$ cat config.mk
export PLATFORM = sky130hd
export DESIGN_NAME = song_sequencer_flat
export DESIGN_NICKNAME = d
export VERILOG_FILES = /design/src/rtl/song_sequencer_if.sv /design/src/rtl/song_sequencer.sv /design/src/flat_wrapper.sv
export SDC_FILE = /design/constraint.sdc
export NUM_CORES = 1
export LEC_CHECK = 0
export CORE_UTILIZATION = 50
export DETAILED_ROUTE_END_ITERATION = 16
export DONT_BUFFER_PORTS = 1
export PLACE_DENSITY = 0.69
export SETUP_SLACK_MARGIN = 0.02
export SYNTH_ARGS = -nofsm -noshare
export SYNTH_HDL_FRONTEND = slang
export SYNTH_SLANG_ARGS = --single-unit
$ cat constraint.sdc
create_clock -name clk_6mhz -period 5 [get_ports clk_6mhz]
set_input_delay 1 -clock clk_6mhz [delete_from_list [all_inputs] [get_ports clk_6mhz]]
set_output_delay 1 -clock clk_6mhz [all_outputs]
set_load 0.01 [all_outputs]
$ cat src/rtl/song_sequencer_if.sv
// Song memory read port: one-cycle request with address, data returned
// one or more cycles later with a one-cycle valid strobe.
interface song_sequencer_if #(
  parameter int ADDR_W = 8
);
  logic              rd_req;
  logic [ADDR_W-1:0] rd_addr;
  logic              rd_valid;
  logic [9:0]        rd_data;

  // Sequencer side issues requests and consumes returned entries.
  modport master (
    output rd_req,
    output rd_addr,
    input  rd_valid,
    input  rd_data
  );

  // Memory side answers requests.
  modport slave (
    input  rd_req,
    input  rd_addr,
    output rd_valid,
    output rd_data
  );
endinterface

$ cat src/rtl/song_sequencer.sv
// Song sequencer: walks song memory one entry at a time, holding each
// note on current_track for dur note ticks (TICK_DIV clocks per tick).
// An entry is {dur[3:0], note[5:0]}; dur == 0 ends the song.
// Supports play / pause / resume / stop, with stop > pause > play.
// Optional macro ARTICULATION_GAP_EN silences the last 1/8 of the final
// tick of each note so repeated notes are heard as separate notes.
module song_sequencer #(
  parameter int TICK_DIV = 375000,
  parameter int ADDR_W   = 8
) (
  input  logic              clk_6mhz,
  input  logic              reset,
  input  logic              play,
  input  logic              pause,
  input  logic              stop,
  input  logic [ADDR_W-1:0] song_base,
  song_sequencer_if.master  mem,
  output logic [5:0]        current_track,
  output logic              busy,
  output logic              done
);

  localparam int CNT_W = (TICK_DIV > 1) ? $clog2(TICK_DIV) : 1;
  localparam logic [CNT_W-1:0] TICK_LAST = CNT_W'(TICK_DIV - 1);
`ifdef ARTICULATION_GAP_EN
  // One extra bit so the threshold never aliases when TICK_DIV/8 is 0.
  localparam logic [CNT_W:0] GAP_START = (CNT_W + 1)'(TICK_DIV - TICK_DIV / 8);
`endif

  typedef enum logic [2:0] {
    IDLE,
    FETCH,
    WAIT,
    PLAY,
    PAUSED
  } state_t;

  state_t            state_q, state_d;
  logic [ADDR_W-1:0] addr_q, addr_d;
  logic [5:0]        note_q, note_d;
  logic [3:0]        remain_q, remain_d;
  logic [CNT_W-1:0]  tick_q, tick_d;
  logic              done_q, done_d;

  logic [3:0] entryDur;
  logic [5:0] entryNote;

  assign entryDur  = mem.rd_data[9:6];
  assign entryNote = mem.rd_data[5:0];

  // State and datapath registers; reset returns everything to idle silence.
  always_ff @(posedge clk_6mhz or posedge reset) begin
    if (reset) begin
      state_q  <= IDLE;
      addr_q   <= '0;
      note_q   <= '0;
      remain_q <= '0;
      tick_q   <= '0;
      done_q   <= 1'b0;
    end else begin
      state_q  <= state_d;
      addr_q   <= addr_d;
      note_q   <= note_d;
      remain_q <= remain_d;
      tick_q   <= tick_d;
      done_q   <= done_d;
    end
  end

  // Next-state logic; a pause in PLAY freezes the tick counter that cycle.
  always_comb begin
    state_d  = state_q;
    addr_d   = addr_q;
    note_d   = note_q;
    remain_d = remain_q;
    tick_d   = tick_q;
    done_d   = 1'b0;

    if (stop) begin
      state_d = IDLE;
      note_d  = '0;
    end else begin
      case (state_q)
        IDLE: begin
          if (play) begin
            addr_d  = song_base;
            state_d = FETCH;
          end
        end

        FETCH: begin
          state_d = WAIT;
        end

        WAIT: begin
          if (mem.rd_valid) begin
            if (entryDur == 4'd0) begin
              done_d  = 1'b1;
              note_d  = '0;
              state_d = IDLE;
            end else begin
              note_d   = entryNote;
              remain_d = entryDur;
              tick_d   = '0;
              addr_d   = addr_q + 1'b1;
              state_d  = PLAY;
            end
          end
        end

        PLAY: begin
          if (pause) begin
            state_d = PAUSED;
          end else if (tick_q == TICK_LAST) begin
            tick_d   = '0;
            remain_d = remain_q - 4'd1;
            if (remain_q == 4'd1) begin
              state_d = FETCH;
            end
          end else begin
            tick_d = tick_q + 1'b1;
          end
        end

        PAUSED: begin
          if (play) begin
            state_d = PLAY;
          end
        end

        default: begin
          state_d = IDLE;
        end
      endcase
    end
  end

  // Outputs: the held note stays on during fetches so notes join seamlessly.
  always_comb begin
    mem.rd_req    = (state_q == FETCH);
    mem.rd_addr   = addr_q;
    busy          = (state_q != IDLE);
    done          = done_q;
    current_track = (state_q == PAUSED) ? 6'd0 : note_q;
`ifdef ARTICULATION_GAP_EN
    if ((state_q == PLAY) && (remain_q == 4'd1) && ({1'b0, tick_q} >= GAP_START)) begin
      current_track = 6'd0;
    end
`endif
  end

endmodule

$ cat src/flat_wrapper.sv
// flat-port wrapper written by rule: the top's interface ports become plain ports
module song_sequencer_flat 
#(
  parameter int TICK_DIV = 375000,
  parameter int ADDR_W   = 8
)
  (clk_6mhz, reset, play, pause, stop, song_base, current_track, busy, done, mem_rd_req, mem_rd_addr, mem_rd_valid, mem_rd_data);
  song_sequencer_if #(.ADDR_W(ADDR_W)) mem_i ();
  input  logic clk_6mhz;
  input  logic reset;
  input  logic play;
  input  logic pause;
  input  logic stop;
  input  logic [ADDR_W-1:0] song_base;
  output logic [5:0] current_track;
  output logic busy;
  output logic done;
  output wire logic [$bits(mem_i.rd_req)-1:0] mem_rd_req;
  output wire logic [$bits(mem_i.rd_addr)-1:0] mem_rd_addr;
  input wire logic [$bits(mem_i.rd_valid)-1:0] mem_rd_valid;
  input wire logic [$bits(mem_i.rd_data)-1:0] mem_rd_data;
  assign mem_rd_req = mem_i.rd_req;
  assign mem_rd_addr = mem_i.rd_addr;
  assign mem_i.rd_valid = mem_rd_valid;
  assign mem_i.rd_data = mem_rd_data;
  song_sequencer #(.TICK_DIV(TICK_DIV), .ADDR_W(ADDR_W)) u_core (.clk_6mhz(clk_6mhz), .reset(reset), .play(play), .pause(pause), .stop(stop), .song_base(song_base), .mem(mem_i), .current_track(current_track), .busy(busy), .done(done));
endmodule
======== After elaboration in Yosys (flattened, before gate mapping) ========
Index checks and enable logic that the tools add are counted.
word-level totals
  register bits after elaboration ......... 41
  input bits .............................. 24
  output and inout bits ................... 17
  word-level logic and storage cells ...... 70
cells by class
  $add $sub $neg .......................... 3
  equality and inequality tests ........... 16
  mux-type cells .......................... 32
  bitwise gates (word level) .............. 1
  reduce and logical (&&, ||, !) cells .... 12
operators by type and width
  cell                   number
  $mux 19                4
  $pmux 19 s2            1
  $mux 6                 5
  $mux 8                 3
  $mux 3                 7
  $add 19x1->19 const B  1
  $eq 19x19->1 const B   1
  $mux 4                 4
  $pmux 8 s2             1
  $pmux 3 s5             1
  $reduce_and 5->1       3
  $ne 3x3->1 const B     3
  $add 8x1->8 const B    1
  $ne 2x2->1 const B     4
  $ne 4x3->1 const B     2
  $pmux 4 s2             1
  $reduce_bool 2->1      4
  $eq 3x2->1 const B     2
  $reduce_and 6->1       1
  $eq 4x1->1 const B     1
  $logic_not 4->1        1
  $mux 1                 4
  $sub 4x1->4 const B    1
  $eq 3x1->1 const B     1
  other kinds (7)        7

======== Depth between registers and ports, before layout ========
  word-level depth ........................ 6
  depth in mapped cells ................... 8
  depth with buffers taken out ............ 6

======== Worst setup path before layout ========
No wires, ideal clock.
  path kind ............................... in2reg
  start point ............................. input port stop
  end point ............................... register u_core.tick_q[10]
  setup time .............................. 118 ps
  data arrival time ....................... 2160 ps
  data required time ...................... 4882 ps
  slack ................................... 2722 ps
  stages on the path ...................... 5
  path buffers ............................ 1
  cells stage by stage .................... clkbuf_1 nor4_1 nand4_1 xor2_1 nor2_1
between the ends
  word-level cells in the longest chain between the ends .. 2
RTL lines
  item                               RTL line              source
  from (decl)                        flat_wrapper.sv:13    input logic stop;
  $not 1->1 (no source line)         --
  $reduce_and 5->1 (no source line)  --
  to (signal assigned)               song_sequencer.sv:65  tick_q <= tick_d;
  to (decl)                          song_sequencer.sv:42  logic [CNT_W-1:0] tick_q, tick_d;
Every way passes these cells.
A chain may end at the register's enable or synchronous reset.

======== Final worst setup path ========
  start point ............................. register u_core.state_q[2]
  end point ............................... output port current_track[0]
between the ends
  word-level cells in the longest chain between the ends .. 2
RTL lines
  item                    RTL line               source
  from (decl)             song_sequencer.sv:38   state_t state_q, state_d;
  from (signal assigned)  song_sequencer.sv:61   state_q <= state_d;
  $eq 3x3->1              song_sequencer.sv:144  current_track = (state_q == PAUSED) ? 6'd0 : note_q;
  $mux 6                  song_sequencer.sv:144
  to (decl)               flat_wrapper.sv:15     output logic [5:0] current_track;
Every way passes these cells.

==> metrics <==
result of the run=complete, but fails checks; violated checks=DRC; met3 wirelength from detailed routing=217 um; top post-synthesis cells by area=sky130_fd_sc_hd__dfrtp_1, sky130_fd_sc_hd__nand3_1, sky130_fd_sc_hd__a22o_1; Post-DRT Antenna Nets=0; Setup crit end kind=output pin; starting DRC count in detailed routing=130; DR vias=~1900; Final Max Tran Viols=0; number of sinks driven by the clock tree=41; crit start category=flip-flop; initial antenna violation count=0; Post-CTS Hold Buffers=0; number of different library cells in the post-synthesis netlist=49; data arrival time of the critical path=between 1.5 and 2 ns; R2R Path Start=u_core.state_q[1]$_DFFE_PP0P_; max layer used=met4; Max VDD drop=between 0.2 and 0.25 mV; actual transition at the worst max-transition pin=roughly 1.2 ns; RSZ-0062 raised after global routing=no; crit-path cells=inv_1 > nor3_1 > nor2b_1; global route overflow=0; cell depth of the worst min-delay path=1; share of flip-flops with an asynchronous set or reset=100%; sequential-to-total area share from yosys stat=between 40% and 50%; CTS tree=built; number of failing hold endpoints at the final stage=0; via count of the first global-routing pass=1782; Max Clk Rate=0.363 GHz; wire length after detailed routing=between 4000 and 5000 um; fraction of layout cells with a size suffix above 1=between 8 and 9%; HPWL reported at the end of detailed placement=about 3400 um; final setup violation count=0; deepest level of the CTS H-tree=2; Met1 Wirelength=2440 um; final instance area=approximately 2500 um^2; Clock Latency Late Sink=approximately 0.30 ns; Crit-path slowest cell=sky130_fd_sc_hd__nor3_1; reg-to-reg setup timing slack=about 2.4 ns; largest area contributor in the netlist=sky130_fd_sc_hd__dfrtp_1; fraction of the cycle the final worst path needs=a little under three fifths; cells after synthesis=261; Total Nets Final=about 290; max_cap viols=0; die boundary height=71.3 um; Die Wd=around 71 um; Setup CP Type=flip-flop to output pin; number of enable-type register cells in the synthesized netlist=0; Core ar.=about 4500 um^2; register bit total from synthesis=about 40; number of nets produced by synthesis=289; initial core utilization=a little over half; number of cells traversed by the worst register-to-register path=5; detailed-router iteration count before antenna repair=10; fin crit period=around 2.8 ns; global placement routability congestion=0.809; largest net degree at the start of global routing=42; leading cell type by number of instances after synthesis=sky130_fd_sc_hd__dfrtp_1; post-cts repair resize count=0; data required time of the worst path=4.00 ns; Rel. slew slack=22.4%; Overall Global Routing Usage=a little over a fifth; IO Pins=41; Most used DFF post-synth=sky130_fd_sc_hd__dfrtp_1; Wirelength per Cell=~16 um; DRC violation count after routing=2; start point of the worst min-delay path=u_core.note_q[1]$_DFFE_PP0P_; yosys warns=0; number of input and output port buffers inserted=0; Slowest Stage Delay on Critical Path=0.66 ns; total negative slack=0 ns; ratio of routed vias to standard cells=~6.1; top cell types by occurrence after synthesis=sky130_fd_sc_hd__dfrtp_1, sky130_fd_sc_hd__nand3_1, sky130_fd_sc_hd__o21ai_0; cell area after technology mapping=2400 um^2; post-CTS setup-driven buffer insertion count=0; largest fanout of any net on the critical path=10; met2 wire length=between 2000 and 2500 um; Hold Path Class=flip-flop to flip-flop; placement row count=24; synthesized area per cell=9.21 um^2; layout overhead on the synthesized area=4.22%; end of the worst register-to-register path=u_core.mem.rd_addr[0]$_DFFE_PP0P_; number of diodes=0; Area after DPL=roughly 2400 um^2; area of the die=5090 um^2; first-pass GRT wire length=8290 um; maximum root-to-sink buffer count=2; sink of the worst hold path=u_core.note_q[1]$_DFFE_PP0P_; skew final=0.0104 ns; clock slew at the register clock pins of the worst setup and hold paths=~0.070 ns; power per standard cell area=around 360 nW/um^2; fraction of post-synthesis cell area in the top cell type by area=~43%; Clock Tree Root=sky130_fd_sc_hd__clkbuf_8; number of CTS-inserted buffers=5; Lkg Pwr=approximately 1.1 nW
-- power by group --
group | internal, mW | switching, mW | total, mW
Sequential | 0.391 | 0.0926 | 0.483
Clock | 0.0969 | 0.116 | 0.213
Combinational | 0.0928 | 0.112 | 0.204
Total | 0.580 | 0.321 | 0.901
-- state kept, by name (all words and copies together) (netlist names) --
register and cells:
u_core.done 1, u_core.mem.rd_addr 8, u_core.note_q 6, u_core.remain_q 4, u_core.state_q 3, u_core.tick_q 19
-- per-stage QoR --
| stage | hold slack, ns | worst slack [ns] | cells | util, % | power, mW |
|---|---|---|---|---|---|
| after floorplan | 0.465 | 2.72 | 261 | - | 0.649 |
| after global placement | 0.480 | 2.14 | 304 | 54.1 | 0.687 |
| after detailed placement | 0.486 | 2.08 | 304 | 54.1 | 0.694 |
| after CTS | 0.507 | 2.23 | 312 | 56.0 | 0.909 |
| after global routing | 0.511 | 2.07 | 312 | 56.0 | 0.961 |
| final | 0.501 | 2.24 | 312 | 56.0 | 0.901 |
-- cell usage in the layout (no fill, tap or decap), drive strengths merged, types with 3 or more instances in the layout --
master   netlist  final
dfrtp         41     41
o21ai         22     22
nand3         20     20
a21oi         19     19
nand2         18     18
nor2          14     14
inv           13     13
a22o          11     11
nor2b         10     10
nor3           9      9
or3            7      7
o22ai          6      6
clkbuf         2      6
a2bb2oi        5      5
nand4          5      5
xor2           5      5
nand2b         4      4
ha             4      4
or2            4      4
nor4           4      4
and2           3      3
a211oi         3      3
a31oi          3      3
a21o           3      3
-- worst max-delay path by stage --
stage                                        from                                end  slack, ns  cells past startpoint
floorplan                                    stop      u_core.tick_q[10]$_DFFE_PP0P_       2.72                      5
global placement                     mem_rd_valid     u_core.remain_q[1]$_DFFE_PP0P_       2.14                      5
detailed placement                   mem_rd_valid     u_core.remain_q[1]$_DFFE_PP0P_       2.08                      5
CTS                 u_core.state_q[2]$_DFFE_PP0P_                   current_track[0]       2.23                      3
global route        u_core.state_q[1]$_DFFE_PP0P_  u_core.mem.rd_addr[0]$_DFFE_PP0P_       2.07                      5
finish              u_core.state_q[2]$_DFFE_PP0P_                   current_track[0]       2.24                      3
-- cells by family after synthesis --
group,synth area share (%)
mux,0.885
compound gates,20.7
simple gates,27.0
xor+xnor,2.19
fa+ha+maj,2.08
buf+inv,4.48
flops,42.7
-- critical path: cells and delay by family, from the launching register on --
| family | cells | cell delay [ns] |
|---|---|---|
| buffers and inverters | 1 | 0.10 |
| AND/OR/NAND/NOR | 2 | 0.85 |
| flip-flops | 1 | 0.52 |
-- layer usage --
| layer | track usage [%] | up-vias |
|---|---|---|
| li1 | - | 958 |
| met1 | 30.6 | 910 |
| met2 | 30.7 | 40 |
| met3 | 4.22 | 7 |
| met4 | 7.33 | 0 |
| met5 | 0 | - |
-- area by class of cell --
| cell class | count | area, um^2 |
|---|---|---|
| sequential | 41 | 1030 |
| clock buffer | 6 | 72.6 |
| timing repair buffer | 1 | 7.51 |
| tap | 52 | 65.1 |
| multi-input combinational | 197 | 1270 |
| clock inverter | 2 | 10.0 |
| fill | 406 | 1970 |
| inverter | 13 | 48.8 |
Power figures use the tool's default switching activity.
